--- src/rtl/icosoc_mod_pdm_in.sv ---
// ============================================================================
// Module     : icosoc_mod_pdm_in
// Description: PDM microphone input with boxcar decimation, sample FIFO and
//              icosoc ctrl bus. Define PDM_IN_STEREO_EN for two channels.
// Revision   : 1.0 - initial release
// ============================================================================
`default_nettype none

module icosoc_mod_pdm_in #(
  parameter int CLOCK_FREQ_HZ   = 20000000,
  parameter int PDM_DIV         = 8,
  parameter int DECIM_LOG2      = 8,
  parameter int FIFO_DEPTH_LOG2 = 4
) (
  input  logic        clk,
  input  logic        resetn,
  input  logic [3:0]  ctrl_wr,
  input  logic        ctrl_rd,
  input  logic [15:0] ctrl_addr,
  input  logic [31:0] ctrl_wdat,
  output logic [31:0] ctrl_rdat,
  output logic        ctrl_done,
  output logic        pdm_clk,
  input  logic        pdm_data
);

  localparam int unused_clock_freq = CLOCK_FREQ_HZ;
  localparam int DEPTH = 1 << FIFO_DEPTH_LOG2;
  localparam int DIVW  = $clog2(PDM_DIV);
`ifdef PDM_IN_STEREO_EN
  localparam int W = 16;
`else
  localparam int W = 8;
`endif

  logic                     en, ovf;
  logic [1:0]               sync;
  logic [DIVW-1:0]          div;
  logic [DECIM_LOG2-1:0]    bitcnt;
  logic [DECIM_LOG2:0]      acc_l, acc_l_sum;
  logic                     pend;
  logic [W-1:0]             pend_data;
  logic [W-1:0]             mem [DEPTH];
  logic [FIFO_DEPTH_LOG2:0] wptr, rptr, level;
  logic [31:0]              rdat_next;
  logic req, is_data, is_ctrl, empty, full, pop, flush, en_wr, push_ok;
  logic div_wrap, fall_cap, win_end;
  logic unused_wdat;

  assign unused_wdat = ^ctrl_wdat[31:2];

  function automatic logic [7:0] sat8(input logic [DECIM_LOG2:0] a);
    logic [DECIM_LOG2:0] s;
    s = a >> (DECIM_LOG2 - 8);
    return (s > (DECIM_LOG2+1)'(255)) ? 8'hFF : s[7:0];
  endfunction

  // Bus decode: a request is only taken while no completion is in flight.
  assign req     = (ctrl_rd | (|ctrl_wr)) & ~ctrl_done;
  assign is_data = (ctrl_addr == 16'h0000);
  assign is_ctrl = (ctrl_addr == 16'h0004);
  assign level   = wptr - rptr;
  assign empty   = (level == '0);
  assign full    = (level == (FIFO_DEPTH_LOG2+1)'(DEPTH));
  assign pop     = req & ctrl_rd & is_data & ~empty;
  assign en_wr   = req & (|ctrl_wr) & is_ctrl;
  assign flush   = en_wr & ctrl_wdat[1];
  assign push_ok = pend & ~flush & (~full | pop);

  always_comb begin
    rdat_next = '0;
    if (ctrl_rd && is_data) begin
      if (empty) rdat_next = 32'h8000_0000;
      else       rdat_next = {{(32-W){1'b0}}, mem[rptr[FIFO_DEPTH_LOG2-1:0]]};
    end else if (ctrl_rd && is_ctrl) begin
      rdat_next[FIFO_DEPTH_LOG2:0] = level;
      rdat_next[16] = ovf;
      rdat_next[17] = en;
    end
  end

  always_ff @(posedge clk) begin
    if (!resetn) begin
      ctrl_done <= 1'b0;
      ctrl_rdat <= '0;
      en        <= 1'b0;
      sync      <= '0;
    end else begin
      ctrl_done <= req;
      ctrl_rdat <= req ? rdat_next : '0;
      sync      <= {sync[0], pdm_data};
      if (en_wr) en <= ctrl_wdat[0];
    end
  end

  // Clock generation; captures happen on the cycle pdm_clk is driven.
  assign div_wrap = en && (div == DIVW'(PDM_DIV - 1));
  assign fall_cap = div_wrap & pdm_clk;
  assign win_end  = fall_cap & (&bitcnt);
  assign acc_l_sum = acc_l + {{DECIM_LOG2{1'b0}}, sync[1]};

  always_ff @(posedge clk) begin
    if (!resetn || !en) begin
      div     <= '0;
      pdm_clk <= 1'b0;
    end else if (div_wrap) begin
      div     <= '0;
      pdm_clk <= ~pdm_clk;
    end else begin
      div     <= div + DIVW'(1);
    end
  end

  // Every capture belongs to exactly one window of 2**DECIM_LOG2 bits.
  always_ff @(posedge clk) begin
    if (!resetn || !en) begin
      bitcnt <= '0;
      acc_l  <= '0;
    end else if (fall_cap) begin
      bitcnt <= bitcnt + DECIM_LOG2'(1);
      acc_l  <= win_end ? '0 : acc_l_sum;
    end
  end

`ifdef PDM_IN_STEREO_EN
  logic [DECIM_LOG2:0] acc_r;
  logic                rise_cap;
  assign rise_cap = div_wrap & ~pdm_clk;

  always_ff @(posedge clk) begin
    if (!resetn || !en)  acc_r <= '0;
    else if (win_end)    acc_r <= '0;
    else if (rise_cap)   acc_r <= acc_r + {{DECIM_LOG2{1'b0}}, sync[1]};
  end

  always_ff @(posedge clk) begin
    if (win_end) pend_data <= {sat8(acc_r), sat8(acc_l_sum)};
  end
`else
  always_ff @(posedge clk) begin
    if (win_end) pend_data <= sat8(acc_l_sum);
  end
`endif

  always_ff @(posedge clk) begin
    if (!resetn) pend <= 1'b0;
    else         pend <= win_end;
  end

  always_ff @(posedge clk) begin
    if (push_ok) mem[wptr[FIFO_DEPTH_LOG2-1:0]] <= pend_data;
  end

  always_ff @(posedge clk) begin
    if (!resetn || flush) begin
      wptr <= '0;
      rptr <= '0;
      ovf  <= 1'b0;
    end else begin
      if (push_ok) wptr <= wptr + (FIFO_DEPTH_LOG2+1)'(1);
      if (pop)     rptr <= rptr + (FIFO_DEPTH_LOG2+1)'(1);
      if (pend && full && !pop) ovf <= 1'b1;
    end
  end

endmodule

`default_nettype wire

--- config.mk ---
export PLATFORM = sky130hd
export DESIGN_NAME = icosoc_mod_pdm_in
export DESIGN_NICKNAME = d
export VERILOG_FILES = /design/src/rtl/icosoc_mod_pdm_in.sv
export SDC_FILE = /design/constraint.sdc
export NUM_CORES = 1
export LEC_CHECK = 0
export ABC_AREA = 1
export CORE_MARGIN = 5
export CORE_UTILIZATION = 34
export CTS_CLUSTER_DIAMETER = 120
export CTS_CLUSTER_SIZE = 28
export DETAILED_ROUTE_END_ITERATION = 8
export PLACE_DENSITY = 0.54
export SKIP_CTS_REPAIR_TIMING = 1
export SYNTH_ARGS = -nofsm -noshare
export SYNTH_HDL_FRONTEND = slang
export SYNTH_SLANG_ARGS = --single-unit
--- constraint.sdc ---
create_clock -name clk -period 2.65 [get_ports clk]
set_clock_uncertainty 0.1 [all_clocks]
set_input_delay 0.53 -clock clk [delete_from_list [all_inputs] [get_ports clk]]
set_output_delay 0.53 -clock clk [all_outputs]
set_load 0.03 [all_outputs]
==> results.py <==
metrics = {
    "route": {
        "drt_wl_total_um": 17800,
        "drt_iter0_drc": 326,
        "wl_per_cell_um": 15.3,
        "antenna_left": 0,
        "viasPerCell": 4.61,
        "drt_pass1_iterations": 6,
        "drc": 0,
        "num_vias": 5342,
    },
    "status": {
        "status": "complete, no violations",
    },
    "timing": {
        "setup_viol": 0,
        "slew_headroom_pct": 61.8,
        "maxSlewViolCount": 0,
        "finalHoldViolCount": 0,
        "fin_crit_sh_pct": 96.3,
        "period_minus_slack_ns": 2.55,
        "worstMarginPinSlew_ns": 0.573,
        "fmax_ghz": 0.392,
    },
    "power_and_ir_drop": {
        "totalPowerFinal_w": 0.00558,
        "peakVddDrop_mv": 0.344,
        "powerDensity_nw_per_um2": 578,
        "leakage_nw": 3.17,
    },
    "finish": {
        "drive_above_1_share_pct": 14.0,
        "fin_area_um2": 9650,
        "antennaDiodeCount": 0,
        "multi_input_area_um2": 2600,
        "fin_nets": 905,
        "ff_latch_area_um2": 5130,
        "fill_cells": 2161,
        "area_growth_pct": 21.7,
    },
    "yosys": {
        "synth_area_per_cell_um2": 10.5,
        "postSynthCellCount": 757,
        "synthFlopType": "edfxtp_1",
        "synthTopCellsByCount": "nand2_1 (141), edfxtp_1 (136), nor2_1 (99), nand3_1 (73), dfxtp_1 (52)",
        "netlist_area_um2": 7930,
        "ys_warn_count": 0,
        "yosysSeqAreaShare_pct": 64.6,
        "synth_cell_type_count": 35,
        "yosysTopAreaCellShare_pct": 51.5,
        "synthTopCellsByArea": "edfxtp_1 (52%), dfxtp_1 (13%), nand2_1 (6.7%)",
        "async_flop_share_pct": 0,
        "ys_ff_latch": 188,
        "synth.largest_area_cell": "edfxtp_1",
        "synth_edf_count": 136,
        "yosysMostFrequentCell": "nand2_1",
    },
    "cts": {
        "cts_sinks": 188,
        "cts_buffers": 17,
        "cts_max_level": 4,
        "cts_buffer_depth": 2,
        "clk_pin_slew_ns": 0.07,
        "clock_latency_ns": 0.43,
        "cts-root-buf": "clkbuf_16",
        "cts_tree": "yes",
    },
    "die": {
        "rows": 55,
        "io_pins": 90,
        "start_util_pct": 34.8,
        "die_h_um": 163,
        "die_area_um2": 26500,
        "die_w_um": 163,
        "core_area_um2": 22800,
    },
    "placement": {
        "dpl_cell_area_um2": 8840,
        "gp_congestion": 0.804,
        "io_buffers": 38,
        "post-dp-hpwl_um": 11700,
    },
    "critical_path": {
        "slowest_delay_ns": 0.42,
        "critPathTopFamily": "adder cells",
        "rr_endpoint": "mem[6][7]",
        "rrSetupSlack_ns": 0.1,
        "worstRegToRegCells": 13,
        "reg2reg_from": "wptr[0]",
        "path_class": "reg -> reg",
        "crit_buf_inv": 4,
        "cp.arrival_ns": 2.55,
        "worstSetupEndpointType": "flop",
        "path_cells": "inv_2 -> ha_2 -> fa_2 -> xnor2_2 -> nor2_2 -> inv_2 -> nor2_4 -> nand3_2 -> nand2_4 -> inv_8 -> nand2_8 -> buf_4 -> nor2_4",
        "worstPathRequired_ns": 2.65,
        "cp_slowest_cell": "fa_2",
        "cp-start-kind": "flop",
        "cp_max_fo": 8,
    },
    "min_path": {
        "holdCritPathClass": "reg -> reg",
        "holdCritStartpoint": "sync[0]",
        "hold_depth": 2,
        "worstHoldEndpoint": "sync[1]",
    },
    "flow_run": {
        "max-cap-violations": 0,
    },
    "global_routing": {
        "first_global_vias": 5241,
        "grt_pass1_wl_um": 28100,
        "antenna_found_initial": 0,
        "grt_usage_pct": 13.7,
        "grt_max_degree": 66,
        "gr-total-overflow": 0,
    },
}
## layout by cell type, fill, tap and decap left out, types with 29 or more instances in the layout
| cell type | Yosys | routed |
|---|---|---|
| nor2_1 | 99 | 82 |
| nand3_1 | 73 | 73 |
| dfxtp_1 | 52 | 50 |
| clkdlybuf4s50_1 | 0 | 38 |
| nand2_1 | 141 | 140 |
| inv_1 | 43 | 41 |
| edfxtp_1 | 136 | 136 |
| buf_4 | 21 | 37 |
| a21oi_1 | 29 | 29 |
| o21ai_0 | 47 | 47 |
## per-stage QoR
step	setup slack (ns)	cells	hold slack (ns)	setup TNS, ns	util, %
after floorplan	0.0228	777	0.290	0	-
final	0.0990	1160	0.326	0	42.4
after CTS	-0.427	1155	0.332	-42.23	41.2
after global placement	-0.452	1123	0.310	-41.45	38.8
after detailed placement	-0.439	1123	0.317	-41.73	38.8
after global routing	-0.0236	1160	0.347	-0.154	42.4
## registers in the layout (all words and copies together) (netlist names), named ones only
register and count:
ctrl_done 1, acc_l 9, pend_data 8, ctrl_rdat 11, sync 2, en 1, bitcnt 8, wptr 5
ovf 1, div 3, rptr 5, pend 1, mem 128, pdm_clk 1
## power by group
part	internal [W]	total (W)	switching, W
sequential	0.00311	0.00311	0.00000209
combinational	0.0000442	0.000112	0.0000682
clock	0.00122	0.00236	0.00113
## how the worst max path moves through the flow
stage | from | to | slack [ns] | cells after the start
6_report | wptr[0] | mem[6][7] | 0.1 | 13
2_1_floorplan | wptr[0] | mem[0][0] | 0.02 | 11
5_1_grt | wptr[0] | mem[6][7] | -0.02 | 13
4_1_cts | wptr[0] | mem[3][3] | -0.43 | 13
3_5_place_dp | ctrl_addr[8] | mem[15][5] | -0.44 | 9
3_3_place_gp | ctrl_wr[1] | mem[9][7] | -0.45 | 10
## cell type report
| cell class | instances | area share (%) |
|---|---|---|
| Inverter | 48 | 1.94 |
| Tap cell | 313 | 4.06 |
| Clock inverter | 14 | 1.15 |
| Sequential cell | 188 | 53.1 |
| Timing Repair Buffer | 83 | 8.30 |
| Clock buffer | 18 | 4.45 |
| Multi-Input combinational cell | 496 | 27.0 |
## logic make-up (layout without fill, tap and decap cells)
family,Yosys count,after routing,share of synthesized area [%]
AND/OR/NAND/NOR,344,344,18.6
adder cells (fa/ha/maj),15,15,2.46
XOR/XNOR,16,16,1.77
other,1,21,0.0473
AO/OA/AOI/OAI,100,100,6.94
flip-flops,188,188,64.6
buffers and inverters,93,163,5.54
## routing by layer
| layer | track usage, % | share of wire, % | wire (um) | vias up |
|---|---|---|---|---|
| met3 | 2.66 | 4.5 | 805 | 21 |
| met2 | 21.5 | 47 | 8320 | 100 |
| met4 | 4.99 | 1.8 | 324 | 0 |
| met1 | 18.8 | 47 | 8320 | 2508 |
| li1 | - | - | - | 2713 |
| met5 | 0 | 0 | 0 | - |
## worst reg2reg max path, delay by kind of cell, from the launching register on
kind,cells,cell delay [ns]
XOR/XNOR,1,0.22
adder cells (fa/ha/maj),2,0.61
buffers and inverters,4,0.36
flip-flops,1,0.34
AND/OR/NAND/NOR,6,0.60
No activity file was read; power rests on OpenSTA's default activity.
